==> src/rtl/alu_pkg.sv <==
// Shared opcode, status and state definitions for the ALU command sequencer.
// Latency: none (constants and types only).
// Backpressure: not applicable.
package alu_pkg;

    localparam logic [7:0] OP_ADD = 8'h01;
    localparam logic [7:0] OP_SUB = 8'h02;
    localparam logic [7:0] OP_MUL = 8'h03;
    localparam logic [7:0] OP_DIV = 8'h04;

    localparam logic [7:0] ST_OK       = 8'h00;
    localparam logic [7:0] ST_BAD_OP   = 8'h01;
    localparam logic [7:0] ST_DIV_ZERO = 8'h02;
    localparam logic [7:0] ST_TIMEOUT  = 8'h03;

    typedef enum logic [3:0] {
        GET_OP,
        GET_A,
        GET_B,
        CHECK,
        ISSUE,
        WAIT,
        SEND_ST,
        SEND_HI,
        SEND_LO
    } state_e;

endpackage

==> src/rtl/byte_shift_word.sv <==
// NB-byte MSB-first shift register with byte counter; assembles operands or serialises results.
// Latency: word/counter update on the edge of each load or shift; done is combinational with the last shift.
// Backpressure: none internally; the owner only shifts on an accepted byte.
module byte_shift_word #(
    parameter int NB     = 1,
    parameter bit SERIAL = 1'b0
) (
    input  logic                              clk,
    input  logic                              reset,
    input  logic                              load,
    input  logic [8*NB-1:0]                   load_word,
    input  logic                              shift,
    input  logic [7:0]                        in_byte,
    output logic [(SERIAL ? 8 : 8*NB)-1:0]    dout,
    output logic                              done
);

    localparam int            W    = 8 * NB;
    localparam int            OW   = SERIAL ? 8 : W;
    localparam int            CW   = (NB > 1) ? $clog2(NB) : 1;
    localparam logic [CW-1:0] LAST = CW'(NB - 1);

    logic [W-1:0]  word_q, word_d;
    logic [CW-1:0] cnt_q, cnt_d;

    // Load restarts the counter; each shift moves one byte in at the LSB and wraps the counter per word.
    always_comb begin
        word_d = word_q;
        cnt_d  = cnt_q;
        if (load) begin
            word_d = load_word;
            cnt_d  = '0;
        end else if (shift) begin
            word_d = (word_q << 8) | W'(in_byte);
            cnt_d  = (cnt_q == LAST) ? '0 : cnt_q + CW'(1);
        end
    end

    // State registers.
    always_ff @(posedge clk or posedge reset) begin
        if (reset) begin
            word_q <= '0;
            cnt_q  <= '0;
        end else begin
            word_q <= word_d;
            cnt_q  <= cnt_d;
        end
    end

    // Operand mode exposes the whole word; serial mode exposes only the byte about to leave.
    assign dout = word_q[W-1 -: OW];
    assign done = shift && (cnt_q == LAST);

endmodule

==> src/rtl/alu_cmd_sequencer.sv <==
// Deframes opcode/operand bytes into one ALU command and serialises status + result bytes back.
// Latency: (1+2*NB) rx cycles + CHECK + ISSUE + WAIT, then (1+2*NB) tx cycles with no stalls.
// Backpressure: rx_ready only in GET_OP/GET_A/GET_B; tx bytes hold while tx_valid && !tx_ready.
module alu_cmd_sequencer
    import alu_pkg::*;
#(
    parameter int         bitness = 8,
    parameter logic [7:0] add     = OP_ADD,
    parameter logic [7:0] sub     = OP_SUB,
    parameter logic [7:0] mul     = OP_MUL,
    parameter logic [7:0] div     = OP_DIV,
    parameter int         timeout = 16
) (
    input  logic               clk,
    input  logic               reset,
    input  logic [7:0]         rx_data,
    input  logic               rx_valid,
    output logic               rx_ready,
    output logic [7:0]         tx_data,
    output logic               tx_valid,
    input  logic               tx_ready,
    output logic [bitness-1:0] alu_num_1,
    output logic [bitness-1:0] alu_num_2,
    output logic [7:0]         alu_op_code,
    output logic               alu_i_ready,
    input  logic [bitness-1:0] alu_result_Hi,
    input  logic [bitness-1:0] alu_result_Lo,
    input  logic               alu_o_ready,
    output logic               busy
);

    localparam int          NB        = bitness / 8;
    localparam logic [15:0] WAIT_LAST = 16'(timeout - 1);

    state_e       state_q, state_d;
    logic         rx_ready_q, rx_ready_d;
    logic [7:0]   op_q, op_d;
    logic [7:0]   status_q, status_d;
    logic [15:0]  wcnt_q, wcnt_d;

    logic               rx_fire;
    logic               a_shift, b_shift, a_done, b_done;
    logic               hi_shift, lo_shift, hi_done, lo_done;
    logic               res_load;
    logic [bitness-1:0] res_hi_val, res_lo_val;
    logic [7:0]         hi_byte, lo_byte;
    logic               op_known;

    assign rx_fire  = rx_valid && rx_ready_q;
    assign a_shift  = rx_fire && (state_q == GET_A);
    assign b_shift  = rx_fire && (state_q == GET_B);
    assign hi_shift = tx_ready && (state_q == SEND_HI);
    assign lo_shift = tx_ready && (state_q == SEND_LO);
    assign op_known = (op_q == add) || (op_q == sub) || (op_q == mul) || (op_q == div);

    byte_shift_word #(.NB(NB), .SERIAL(1'b0)) u_num_1 (
        .clk(clk), .reset(reset), .load(1'b0), .load_word('0),
        .shift(a_shift), .in_byte(rx_data), .dout(alu_num_1), .done(a_done)
    );

    byte_shift_word #(.NB(NB), .SERIAL(1'b0)) u_num_2 (
        .clk(clk), .reset(reset), .load(1'b0), .load_word('0),
        .shift(b_shift), .in_byte(rx_data), .dout(alu_num_2), .done(b_done)
    );

    byte_shift_word #(.NB(NB), .SERIAL(1'b1)) u_res_hi (
        .clk(clk), .reset(reset), .load(res_load), .load_word(res_hi_val),
        .shift(hi_shift), .in_byte(8'h00), .dout(hi_byte), .done(hi_done)
    );

    byte_shift_word #(.NB(NB), .SERIAL(1'b1)) u_res_lo (
        .clk(clk), .reset(reset), .load(res_load), .load_word(res_lo_val),
        .shift(lo_shift), .in_byte(8'h00), .dout(lo_byte), .done(lo_done)
    );

    // Frame FSM: next state, status/result capture and link outputs. Errors load all-zero results.
    always_comb begin
        state_d     = state_q;
        op_d        = op_q;
        status_d    = status_q;
        wcnt_d      = wcnt_q;
        res_load    = 1'b0;
        res_hi_val  = '0;
        res_lo_val  = '0;
        alu_i_ready = 1'b0;
        tx_valid    = 1'b0;
        tx_data     = 8'h00;
        case (state_q)
            GET_OP: begin
                if (rx_fire) begin
                    op_d    = rx_data;
                    state_d = GET_A;
                end
            end
            GET_A: if (a_done) state_d = GET_B;
            GET_B: if (b_done) state_d = CHECK;
            CHECK: begin
                if (!op_known) begin
                    status_d = ST_BAD_OP;
                    res_load = 1'b1;
                    state_d  = SEND_ST;
                end else if ((op_q == div) && (alu_num_2 == '0)) begin
                    status_d = ST_DIV_ZERO;
                    res_load = 1'b1;
                    state_d  = SEND_ST;
                end else begin
                    state_d = ISSUE;
                end
            end
            ISSUE: begin
                alu_i_ready = 1'b1;
                wcnt_d      = '0;
                state_d     = WAIT;
            end
            WAIT: begin
                // A result arriving on the final wait cycle still counts as a success.
                if (alu_o_ready) begin
                    status_d   = ST_OK;
                    res_load   = 1'b1;
                    res_hi_val = alu_result_Hi;
                    res_lo_val = alu_result_Lo;
                    state_d    = SEND_ST;
                end else if (wcnt_q == WAIT_LAST) begin
                    status_d = ST_TIMEOUT;
                    res_load = 1'b1;
                    state_d  = SEND_ST;
                end else begin
                    wcnt_d = wcnt_q + 16'd1;
                end
            end
            SEND_ST: begin
                tx_valid = 1'b1;
                tx_data  = status_q;
                if (tx_ready) state_d = SEND_HI;
            end
            SEND_HI: begin
                tx_valid = 1'b1;
                tx_data  = hi_byte;
                if (hi_done) state_d = SEND_LO;
            end
            SEND_LO: begin
                tx_valid = 1'b1;
                tx_data  = lo_byte;
                if (lo_done) state_d = GET_OP;
            end
            default: state_d = GET_OP;
        endcase
        rx_ready_d = (state_d == GET_OP) || (state_d == GET_A) || (state_d == GET_B);
    end

    // State registers; reset returns to an idle GET_OP with every output low.
    always_ff @(posedge clk or posedge reset) begin
        if (reset) begin
            state_q    <= GET_OP;
            rx_ready_q <= 1'b0;
            op_q       <= 8'h00;
            status_q   <= 8'h00;
            wcnt_q     <= '0;
        end else begin
            state_q    <= state_d;
            rx_ready_q <= rx_ready_d;
            op_q       <= op_d;
            status_q   <= status_d;
            wcnt_q     <= wcnt_d;
        end
    end

    assign rx_ready    = rx_ready_q;
    assign alu_op_code = op_q;
    assign busy        = (state_q != GET_OP);

endmodule
==> config.mk <==
export PLATFORM = sky130hd
export DESIGN_NAME = alu_cmd_sequencer
export DESIGN_NICKNAME = d
export VERILOG_FILES = /design/src/rtl/alu_pkg.sv /design/src/rtl/byte_shift_word.sv /design/src/rtl/alu_cmd_sequencer.sv
export SDC_FILE = /design/constraint.sdc
export NUM_CORES = 1
export LEC_CHECK = 0
export ABC_AREA = 1
export CAP_MARGIN = 15
export CORE_MARGIN = 2
export CORE_UTILIZATION = 30
export DETAILED_ROUTE_END_ITERATION = 10
export PLACE_DENSITY = 0.57
export SLEW_MARGIN = 20
export SYNTH_ARGS = -nofsm -noshare
export SYNTH_HDL_FRONTEND = slang
export SYNTH_SLANG_ARGS = --single-unit
==> constraint.sdc <==
create_clock -name clk -period 2.5 [get_ports clk]
set_input_delay 0.75 -clock clk [delete_from_list [all_inputs] [get_ports clk]]
set_output_delay 0.75 -clock clk [all_outputs]
set_load 0.01 [all_outputs]
==> impl_metrics.csv <==
group,metric,value,unit
timing,setup_viol,0,
routing,vias,2942,
synthesis,ys_ff_latch,63,
timing,max_freq,416.8,MHz
clocking,numCtsBuffers,9,
status,run_status,"complete, no violations",
timing,hold_viol,0,
worst_setup_path,critPathCaptureType,"primary output",
synthesis,post-synth-top-count-cell,"nand2_1",
power,comb_power_share,38.0,%
floorplanning,coreArea,10320,um^2
floorplanning,initial_utilization,31.01,%
synthesis,yosys.cell_types.count,30,
finish,area_growth,33.14,%
timing,fin_skew,10.26,ps
power,powerDensity,1020,nW/um^2
grt,grt_pass1_vias,2966,
clocking,clk_pin_slew,70,ps
finish,diodes,0,
place,numPortBuffers,64,
floorplanning,num_rows,37,
place,dp_slack,107.4,ps
clocking,clkSinkCount,63,
worst_setup_path,cp_max_fo,3,
power,power.share.sequential,38.2,%
routing,viasPerCell,4.745,
clocking,cts_tree,"built",
synthesis,syn_avg_cell_area,7.867,um^2
grt,antenna_found_initial,0,
timing,tns,0,ps
finish,utilization,41.29,%
synthesis,synthTopCellsByArea,"dfrtp_1, nand2_1, o21ai_0",
power,swShare,36.83,%
grt,globalRouteTotalUtil,15.73,%
power,ir_drop,478.8,uV
min_path,hold_path_class,"reg -> reg",
timing,timing.final.crit_share,95.98,%
routing,ant_nets,0,
floorplanning,chipWidth,107.3,um
routing,drt_pass1_iterations,4,
synthesis,synth_nets,437,
power,clkPwrFrac,23.8,%
worst_setup_path,crit_type,"reg -> out",
floorplanning,pin_count,65,
synthesis,ys.flop_type,"dfrtp_1",
worst_setup_path,crit_arrival,1650,ps
timing,slew_headroom,68.38,%
grt,grt_first_pass_wirelength,14.09,mm
routing,drc,0,
floorplanning,die_y,107.3,um
synthesis,synth_area_leader_cell,"dfrtp_1",
synthesis,yosys-top-cells-count,"nand2_1, dfrtp_1, nor2_1",
timing,whs,492.2,ps
clocking,clk_path_buf_depth,2,
clocking,h-tree-depth,3,
timing,grt_setup_unrepaired,"false",
power,finalPower,4.349,mW
place,globalplace.congestion,0.8505,
power,intPower,2.747,mW
finish,drive_gt1_share,8.884,%
timing,drv_slew,0,
synthesis,ys_warn_count,0,
timing,worst_slack,100.5,ps
synthesis,netlist.area_leader.share,49.24,%
grt,overflow,0,
clocking,clk_latency,350,ps
finish,fin_nets,509,
routing,drt_iter0_drc,143,
timing,layout_min_cycle_time,2399,ps
routing,wl,8.159,mm
synthesis,synthArstFlopShare,100.0,%
worst_setup_path,crit_required,1750,ps
synthesis,seq_area_frac_synth,49.24,%
floorplanning,die-area,11520,um^2
power,switching_power,1.602,mW
clocking,cts-root-buf,"clkbuf_8",
worst_setup_path,cp-start-kind,"register",
synthesis,syn_area,3202,um^2
synthesis,synth_edf_count,0,
place,place_hpwl,5.854,mm
grt,grt_start_max_net_pins,64,
power,power_leakage,2.041,nW
timing,worst_pin_slew,470.7,ps
run,maxCapViolCount,0,
synthesis,synth_cells,407,
routing,wire_per_inst,13.16,um
clocking,hold_buffers,0,
## registers in the layout (all words and copies together), names as in the netlist
name	count
state_q	4
rx_ready	1
status_q	2
u_num_1.dout	8
u_res_lo.dout	8
wcnt_q	16
u_num_2.dout	8
u_res_hi.dout	8
alu_op_code	8
## critical path, cell delays in order (launching register included)
cell and delay, ps:
dfrtp_1 430, nor2_1 160, nand2_2 100, nand2_1 90, clkdlybuf4s50_1 530
## layout make-up
| cell class | instances | area [um^2] |
|---|---|---|
| clock buffer | 10 | 137.6 |
| clock inverter | 6 | 92.59 |
| fill | 1034 | 6061 |
| inverter | 34 | 132.6 |
| multi-input combinational | 296 | 1415 |
| sequential | 63 | 1577 |
| tap | 136 | 170.2 |
| timing repair buffer | 75 | 738.2 |
## logic make-up (layout without fill, tap and decap cells)
logic type | after synthesis | after routing | share of synthesized area, %
simple gates | 240 | 240 | 33.41
flops | 63 | 63 | 49.24
compound gates | 53 | 53 | 9.614
buf+inv | 48 | 125 | 6.799
xor+xnor | 2 | 2 | 0.5472
fa+ha+maj | 1 | 1 | 0.3907
## timing repair
item / in CTS / in global routing
gates resized for setup: 12 / 3
endpoints found under the setup margin: 9 / 3
setup buffers: 0 / 0
pin swaps: 0 / 1
## stage by stage
stage / std cells / instance area (um^2)
2_1_floorplan: 407 / 3202
3_3_place_gp: 604 / 4030
3_5_place_dp: 604 / 4030
4_1_cts: 620 / 4257
5_1_grt: 620 / 4263
6_report: 620 / 4263
## placed cells by master, fill, tap and decap left out, types with 8 or more instances in the layout
master             n
nand4_1           30
inv_1             30
nor2_1            45
nand3_1           37
clkbuf_8          10
o21ai_0           39
buf_4              9
dfrtp_1           63
dlygate4sd2_1      8
clkdlybuf4s50_1   55
nand2_1          113
## power groups by stage
stage / sequential (mW) / combinational, mW / clock [mW]
3_3_place_gp: 1.69 / 1.66 / 0
3_5_place_dp: 1.67 / 1.68 / 0
5_1_grt: 1.72 / 1.87 / 1.12
6_report: 1.66 / 1.65 / 1.03
4_1_cts: 1.66 / 1.68 / 1.06
2_1_floorplan: 1.70 / 0.904 / 0
## path summary, 6_finish.rpt
path / slack (ps) / end / depth (start not counted) / from
max: 100 / tx_valid / 4 / state_q[2]$_DFF_PP0_
min: 490 / u_num_1.dout[0]$_DFFE_PP0P_ / 2 / u_num_1.dout[0]$_DFFE_PP0P_
max reg2reg: 650 / rx_ready$_DFF_PP0_ / 9 / wcnt_q[0]$_DFFE_PP0P_
min reg2reg: 490 / u_num_1.dout[0]$_DFFE_PP0P_ / 2 / u_num_1.dout[0]$_DFFE_PP0P_
max in group asynchronous: 1430 / u_res_lo.dout[7]$_DFFE_PP0P_ / 3 / reset
min in group asynchronous: 750 / wcnt_q[3]$_DFFE_PP0P_ / 3 / reset
## layer usage
metal / vias to the layer above / part of all wire (%) / track usage (%)
met4: 0 / 0.94 / 5.566
li1: 1499 / - / -
met3: 5 / 6.5 / 5.266
met2: 73 / 45 / 23.82
met5: - / 0 / 0
met1: 1365 / 47 / 20.98
No activity file was read; power rests on OpenSTA's default activity.
